### src/rtl/control_sequencer_pkg.sv
// control_sequencer_pkg: shared types for the EELE0651 multi-cycle control sequencer
//   state_t  sequencer states
//   OP_*/FN_* opcode and R-type funct encodings
//   ALU_*    alu_op codes
//   ctrl_t   decoded control bundle produced by instr_decoder
package eele0651_pkg;
  typedef enum logic [2:0] {S_FETCH, S_DECODE, S_EXEC, S_MEM, S_WB, S_HALT} state_t;
  localparam logic [5:0] OP_RTYPE = 6'h00;
  localparam logic [5:0] OP_J     = 6'h02;
  localparam logic [5:0] OP_BEQ   = 6'h04;
  localparam logic [5:0] OP_ADDI  = 6'h08;
  localparam logic [5:0] OP_LW    = 6'h23;
  localparam logic [5:0] OP_SW    = 6'h2B;
  localparam logic [5:0] FN_BREAK = 6'h0D;
  localparam logic [5:0] FN_ADD   = 6'h20;
  localparam logic [5:0] FN_SUB   = 6'h22;
  localparam logic [5:0] FN_AND   = 6'h24;
  localparam logic [5:0] FN_OR    = 6'h25;
  localparam logic [5:0] FN_SLT   = 6'h2A;
  typedef logic [3:0] alu_op_t;
  localparam alu_op_t ALU_AND = 4'd0;
  localparam alu_op_t ALU_OR  = 4'd1;
  localparam alu_op_t ALU_ADD = 4'd2;
  localparam alu_op_t ALU_SUB = 4'd6;
  localparam alu_op_t ALU_SLT = 4'd7;
  typedef struct packed {
    logic    rf_write;
    logic    alu_src_imm;
    logic    wb_sel;
    logic    mem_rd;
    logic    mem_wr;
    logic    branch;
    logic    jump;
    alu_op_t alu_op;
  } ctrl_t;
endpackage

### src/rtl/control_sequencer_if.sv
// control_sequencer_if: instruction fetch valid/ready handshake
//   instr        32-bit instruction word
//   instr_valid  instr is valid this cycle
//   instr_ready  sequencer accepts instr
//   master = instruction source, slave = sequencer
interface control_sequencer_if;
  logic [31:0] instr;
  logic        instr_valid;
  logic        instr_ready;
  modport master (output instr, output instr_valid, input instr_ready);
  modport slave  (input instr, input instr_valid, output instr_ready);
endinterface

### src/rtl/control_sequencer_decoder.sv
// instr_decoder: combinational IR -> control bundle
//   ir       in   latched instruction word
//   ctrl     out  decoded controls (ctrl_t)
//   illegal  out  unsupported opcode/funct
//   brk      out  break instruction
module instr_decoder
  import eele0651_pkg::*;
(
  input  logic [31:0] ir,
  output ctrl_t       ctrl,
  output logic        illegal,
  output logic        brk
);
  always_comb begin
    ctrl = '0;
    illegal = 1'b0;
    brk = 1'b0;
    case (ir[31:26])
      OP_RTYPE: begin
        ctrl.rf_write = 1'b1;
        case (ir[5:0])
          FN_ADD:   ctrl.alu_op = ALU_ADD;
          FN_SUB:   ctrl.alu_op = ALU_SUB;
          FN_AND:   ctrl.alu_op = ALU_AND;
          FN_OR:    ctrl.alu_op = ALU_OR;
          FN_SLT:   ctrl.alu_op = ALU_SLT;
          FN_BREAK: begin
            ctrl.rf_write = 1'b0;
            brk = 1'b1;
          end
          default: begin
            ctrl.rf_write = 1'b0;
            illegal = 1'b1;
          end
        endcase
      end
      OP_ADDI: begin
        ctrl.rf_write = 1'b1;
        ctrl.alu_src_imm = 1'b1;
        ctrl.alu_op = ALU_ADD;
      end
      OP_LW: begin
        ctrl.rf_write = 1'b1;
        ctrl.alu_src_imm = 1'b1;
        ctrl.wb_sel = 1'b1;
        ctrl.mem_rd = 1'b1;
        ctrl.alu_op = ALU_ADD;
      end
      OP_SW: begin
        ctrl.alu_src_imm = 1'b1;
        ctrl.mem_wr = 1'b1;
        ctrl.alu_op = ALU_ADD;
      end
      OP_BEQ: begin
        ctrl.branch = 1'b1;
        ctrl.alu_op = ALU_SUB;
      end
      OP_J:    ctrl.jump = 1'b1;
      default: illegal = 1'b1;
    endcase
  end
endmodule

### src/rtl/control_sequencer.sv
// control_sequencer: multi-cycle FETCH/DECODE/EXEC/MEM/WB control FSM for the MIPS-subset datapath
//   clk, clr_n (async active-low)   fetch: instr/instr_valid/instr_ready (slave)
//   f_zero, f_overflow              ALU flags, sampled in EXEC only
//   pc_inc, pc_ld, pc_src, pc_target  program counter control
//   read_reg_1/2, write_reg, rf_write register file control
//   alu_op, alu_src_imm, imm_ext    ALU control
//   wb_sel, dmu_wen                 writeback select / data memory write
//   halted, illegal                 S_HALT and sticky unsupported-instruction flag
//   ovf_trap                        sticky overflow trap (only with OVERFLOW_TRAP_EN defined)
module control_sequencer
  import eele0651_pkg::*;
#(
  parameter int MEM_LAT  = 1,
  parameter int ALU_OP_W = 4
) (
  input  logic                clk,
  input  logic                clr_n,
  control_sequencer_if.slave  fetch,
  input  logic                f_zero,
  input  logic                f_overflow,
  output logic                pc_inc,
  output logic                pc_ld,
  output logic [1:0]          pc_src,
  output logic [25:0]         pc_target,
  output logic [4:0]          read_reg_1,
  output logic [4:0]          read_reg_2,
  output logic [4:0]          write_reg,
  output logic                rf_write,
  output logic [ALU_OP_W-1:0] alu_op,
  output logic                alu_src_imm,
  output logic [31:0]         imm_ext,
  output logic                wb_sel,
  output logic                dmu_wen,
  output logic                halted,
`ifdef OVERFLOW_TRAP_EN
  output logic                ovf_trap,
`endif
  output logic                illegal
);
  localparam int CW = MEM_LAT > 1 ? $clog2(MEM_LAT) : 1;
  localparam logic [CW-1:0] LAST = CW'(MEM_LAT - 1);
  state_t        state;
  logic [31:0]   ir;
  logic [CW-1:0] cnt;
  ctrl_t         ctrl;
  logic          dec_illegal;
  logic          brk;
  logic          trap;
  logic          last;
  instr_decoder u_dec (.ir(ir), .ctrl(ctrl), .illegal(dec_illegal), .brk(brk));
`ifdef OVERFLOW_TRAP_EN
  // lw also adds, but only add/sub/addi retire an arithmetic result that can overflow
  assign trap = f_overflow && ctrl.rf_write && !ctrl.mem_rd &&
                (ctrl.alu_op == ALU_ADD || ctrl.alu_op == ALU_SUB);
`else
  logic unused_ovf;
  assign unused_ovf = f_overflow;
  assign trap = 1'b0;
`endif
  assign last = cnt == LAST;
  always_ff @(posedge clk or negedge clr_n) begin
    if (!clr_n) begin
      state <= S_FETCH;
      ir <= '0;
      cnt <= '0;
      illegal <= 1'b0;
`ifdef OVERFLOW_TRAP_EN
      ovf_trap <= 1'b0;
`endif
    end else begin
      case (state)
        S_FETCH: if (fetch.instr_valid) begin
          ir <= fetch.instr;
          state <= S_DECODE;
        end
        S_DECODE: begin
          illegal <= dec_illegal;
          state <= dec_illegal || brk ? S_HALT : ctrl.jump ? S_FETCH : S_EXEC;
        end
        S_EXEC: begin
          cnt <= '0;
`ifdef OVERFLOW_TRAP_EN
          ovf_trap <= trap;
`endif
          state <= ctrl.branch ? S_FETCH : trap ? S_HALT :
                   ctrl.mem_rd || ctrl.mem_wr ? S_MEM : S_WB;
        end
        S_MEM: begin
          cnt <= last ? '0 : cnt + 1'b1;
          if (last) state <= ctrl.mem_rd ? S_WB : S_FETCH;
        end
        S_WB:    state <= S_FETCH;
        default: state <= S_HALT;
      endcase
    end
  end
  assign fetch.instr_ready = state == S_FETCH;
  assign halted      = state == S_HALT;
  assign read_reg_1  = ir[25:21];
  assign read_reg_2  = ir[20:16];
  assign write_reg   = ir[31:26] == OP_RTYPE ? ir[15:11] : ir[20:16];
  assign imm_ext     = {{16{ir[15]}}, ir[15:0]};
  assign pc_target   = ctrl.jump ? ir[25:0] : {{10{ir[15]}}, ir[15:0]};
  assign alu_op      = ALU_OP_W'(ctrl.alu_op);
  assign alu_src_imm = ctrl.alu_src_imm;
  assign wb_sel      = ctrl.wb_sel;
  assign rf_write    = state == S_WB;
  // store write pulses only on the first MEM cycle; the store retires on the last
  assign dmu_wen     = state == S_MEM && ctrl.mem_wr && cnt == '0;
  assign pc_inc      = state == S_WB || (state == S_MEM && ctrl.mem_wr && last) ||
                       (state == S_EXEC && ctrl.branch && !f_zero);
  assign pc_ld       = (state == S_EXEC && ctrl.branch && f_zero) ||
                       (state == S_DECODE && ctrl.jump);
  assign pc_src      = {pc_ld & ctrl.jump, pc_ld & ctrl.branch};
endmodule

### src/flat_wrapper.sv
// flat-port wrapper written by rule: the top's interface ports become plain ports
module control_sequencer_flat import eele0651_pkg::*;
#(
  parameter int MEM_LAT  = 1,
  parameter int ALU_OP_W = 4
)
  (clk, clr_n, f_zero, f_overflow, pc_inc, pc_ld, pc_src, pc_target, read_reg_1, read_reg_2, write_reg, rf_write, alu_op, alu_src_imm, imm_ext, wb_sel, dmu_wen, halted, illegal, fetch_instr, fetch_instr_valid, fetch_instr_ready);
  control_sequencer_if fetch_i ();
  input  logic clk;
  input  logic clr_n;
  input  logic f_zero;
  input  logic f_overflow;
  output logic pc_inc;
  output logic pc_ld;
  output logic [1:0] pc_src;
  output logic [25:0] pc_target;
  output logic [4:0] read_reg_1;
  output logic [4:0] read_reg_2;
  output logic [4:0] write_reg;
  output logic rf_write;
  output logic [ALU_OP_W-1:0] alu_op;
  output logic alu_src_imm;
  output logic [31:0] imm_ext;
  output logic wb_sel;
  output logic dmu_wen;
  output logic halted;
  output logic illegal;
  input wire logic [$bits(fetch_i.instr)-1:0] fetch_instr;
  input wire logic [$bits(fetch_i.instr_valid)-1:0] fetch_instr_valid;
  output wire logic [$bits(fetch_i.instr_ready)-1:0] fetch_instr_ready;
  assign fetch_i.instr = fetch_instr;
  assign fetch_i.instr_valid = fetch_instr_valid;
  assign fetch_instr_ready = fetch_i.instr_ready;
  control_sequencer #(.MEM_LAT(MEM_LAT), .ALU_OP_W(ALU_OP_W)) u_core (.clk(clk), .clr_n(clr_n), .fetch(fetch_i), .f_zero(f_zero), .f_overflow(f_overflow), .pc_inc(pc_inc), .pc_ld(pc_ld), .pc_src(pc_src), .pc_target(pc_target), .read_reg_1(read_reg_1), .read_reg_2(read_reg_2), .write_reg(write_reg), .rf_write(rf_write), .alu_op(alu_op), .alu_src_imm(alu_src_imm), .imm_ext(imm_ext), .wb_sel(wb_sel), .dmu_wen(dmu_wen), .halted(halted), .illegal(illegal));
endmodule
### config.mk
export PLATFORM = sky130hd
export DESIGN_NAME = control_sequencer_flat
export DESIGN_NICKNAME = d
export VERILOG_FILES = /design/src/rtl/control_sequencer_pkg.sv /design/src/rtl/control_sequencer_if.sv /design/src/rtl/control_sequencer_decoder.sv /design/src/rtl/control_sequencer.sv /design/src/flat_wrapper.sv
export SDC_FILE = /design/constraint.sdc
export NUM_CORES = 1
export LEC_CHECK = 0
export BUFFER_PORTS_ARGS = -buffer_cell sky130_fd_sc_hd__buf_2
export CAP_MARGIN = 0
export CORE_ASPECT_RATIO = 1.75
export CORE_MARGIN = 3
export CORE_UTILIZATION = 45
export CTS_CLUSTER_DIAMETER = 30
export CTS_CLUSTER_SIZE = 30
export DETAILED_ROUTE_END_ITERATION = 10
export PLACE_DENSITY = 0.77
export SLEW_MARGIN = 20
export SYNTH_ARGS = -nofsm -noshare
export SYNTH_HDL_FRONTEND = slang
export SYNTH_HIERARCHICAL = 1
export SYNTH_SLANG_ARGS = --single-unit
### constraint.sdc
create_clock -name clk -period 2.45 [get_ports clk]
set_input_delay 0.245 -clock clk [delete_from_list [all_inputs] [get_ports clk]]
set_output_delay 0.245 -clock clk [all_outputs]
set_load 0.02 [all_outputs]
==> results.sh <==
export IMPL_worstMarginPinSlew_ns=0.802
export IMPL_r2r_end="u_core/state[0]$_DFFE_PN0P_"
export IMPL_synth_avg_cell_area_um2=10.2
export IMPL_routed_via_density=5.04
export IMPL_reg2reg_from="u_core/ir[29]$_DFFE_PN0P_"
export IMPL_io_buffer_count=122
export IMPL_slew_violations=0
export IMPL_multiInputGateArea_um2=961
export IMPL_crit_fanout=5
export IMPL_die_w_um=60.9
export IMPL_diodes=0
export IMPL_dr_total_vias=1814
export IMPL_fin_worst_skew_ns=0.00560
export IMPL_path_cells="or4_4 > nor3b_4 > nand3b_1 > a21oi_2 > and2_1 > buf_6"
export IMPL_leakage_nw=1.40
export IMPL_cp_slowest_cell="or4_4"
export IMPL_ir_drop_mv=1.04
export IMPL_maxCapViolCount=0
export IMPL_clk_pin_slew_ns=0.08
export IMPL_cp_arrival_ns=2.14
export IMPL_fmax_mhz=420
export IMPL_gp_congestion=0.834
export IMPL_layout_commonest_cell="buf_2"
export IMPL_crit_buf_inv=1
export IMPL_grt_pass1_vias=1635
export IMPL_cts_path_max_buffers=2
export IMPL_grt_pass1_wl_mm=7.47
export IMPL_ios=125
export IMPL_crit_cells=6
export IMPL_post_dp_hpwl_mm=3.76
export IMPL_crit_path_start_kind="register"
export IMPL_crit_end="pc_src[1]"
export IMPL_syn_area_um2=2370
export IMPL_fill_cells=484
export IMPL_critical_path_class="reg -> out"
export IMPL_final_hold_viol_count=0
export IMPL_grt_ovfl_total=0
export IMPL_finalWorstPathRequiredPeriod_ns=2.38
export IMPL_register_area_um2=905
export IMPL_wl_mm=5.15
export IMPL_antenna_found_initial=0
export IMPL_final_cell_mix="buf_2 (120), mux2_2 (36), dfrtp_1 (33), nand2_1 (23), nor2_1 (13)"
export IMPL_rsz0062_at_grt="yes"
export IMPL_synthToLayoutAreaGrowth_pct=16.6
export IMPL_drc=0
export IMPL_relSlewSlack_pct=46.5
export IMPL_post_place_ws_ns=0.181
export IMPL_cts_root_buf="clkbuf_8"
export IMPL_timing_final_crit_share_pct=97.2
export IMPL_synth_nets=270
export IMPL_synth_cells=233
export IMPL_dr_pass1_iters=4
export IMPL_num_rows=34
export IMPL_initial_core_util_pct=47.2
export IMPL_cp_top_family="simple AND/OR/NAND/NOR gates"
export IMPL_ys_warn_count=6
export IMPL_power_density_nw_per_um2=1560
export IMPL_h_tree_depth=2
export IMPL_cts_made_buffers=5
export IMPL_clock_latency_ns=0.28
export IMPL_status="finished, final reports clean"
export IMPL_grt_usage_pct=15.7
export IMPL_nets=342
export IMPL_hold_path_class="in -> async"
export IMPL_ff2ff_path_depth=7
export IMPL_cpPeakStageDelay_ns=0.56
export IMPL_fp_dieArea_um2=6210
export IMPL_wire_per_inst_um=14.3
export IMPL_core_area_um2=5020
export IMPL_finalWorstSetupSlack_ns=0.0688
export IMPL_cts_sinks=36
export IMPL_drt_iter0_markers=90
export IMPL_postRouteAntennaNets=0
export IMPL_die_h_um=102
export IMPL_cp_startpoint="u_core/ir[29]$_DFFE_PN0P_"
export IMPL_total_power_mw=4.31
export IMPL_regToRegSetupSlack_ns=0.15
export IMPL_required_ns=2.20
export IMPL_crit_path_end_kind="output port"
export IMPL_cts_tree="yes"
export IMPL_grt_max_degree=37
export IMPL_layout_drive_gt1_share_pct=63.1
export IMPL_setup_violations=0
[repair_timing]
| action | 4_1_cts | 5_1_grt |
|---|---|---|
| hold buffers | 0 | 0 |
| pin swaps | 0 | 4 |
| setup endpoints to repair | 12 | 13 |
| gates resized for setup | 2 | 8 |
| setup buffers | 0 | 7 |
[layer usage]
layer | routed length [um] | track usage (%)
met1 | 1960 | 18.5
met2 | 2880 | 27.0
met3 | 227 | 2.53
met4 | 79 | 7.35
met5 | 0 | 0
[where the power goes]
group          switching (mW)  internal, mW  total [mW]
Combinational            1.55          1.01        2.56
Sequential              0.345         0.890        1.23
Clock                   0.213         0.302       0.515
[registers in the layout, indices dropped and copies added, names as in the netlist]
name	cells
u_core/illegal	1
u_core/state	3
u_core/ir	32
[worst register-to-register path, stage by stage, from the launching register on]
cell and delay [ns]:
dfrtp_2 0.42, buf_4 0.16, maj3_1 0.35, o32a_2 0.33
a311o_1 0.34, nor3_1 0.29, a21boi_0 0.15, a2bb2oi_1 0.15
[worst min-delay path by stage]
stage	start	end	slack (ns)	cells past startpoint
6_report	clr_n	u_core/ir[13]$_DFFE_PN0P_	0.04	1
3_3_place_gp	clr_n	u_core/ir[13]$_DFFE_PN0P_	0.38	1
5_1_grt	clr_n	u_core/ir[14]$_DFFE_PN0P_	0.10	1
3_5_place_dp	clr_n	u_core/ir[13]$_DFFE_PN0P_	0.39	1
2_1_floorplan	clr_n	u_core/illegal$_DFFE_PN0N_	-0.05	0
4_1_cts	clr_n	u_core/ir[13]$_DFFE_PN0P_	0.08	1
[final cells by class]
cell class / count / share of cell area [%]
clock buffer: 6 / 2.62
clock inverter: 2 / 1.27
inverter: 3 / 0.407
multi-input combinational: 125 / 34.8
sequential: 36 / 32.7
tap: 54 / 2.44
timing repair buffer: 134 / 25.8
[through the flow]
step / util [%] / std cells / cell area (um2) / hold WS [ns] / TNS, ns
5_1_grt: 55.1 / 360 / 2770 / 0.104 / -0.178
3_5_place_dp: 51.3 / 345 / 2580 / 0.390 / 0
2_1_floorplan: - / 233 / 2370 / -0.0506 / 0
4_1_cts: 53.7 / 353 / 2690 / 0.0759 / 0
3_3_place_gp: 51.3 / 345 / 2580 / 0.382 / 0
6_report: 55.1 / 360 / 2770 / 0.0433 / 0
Note: power is estimated with default switching activity, not from simulation.
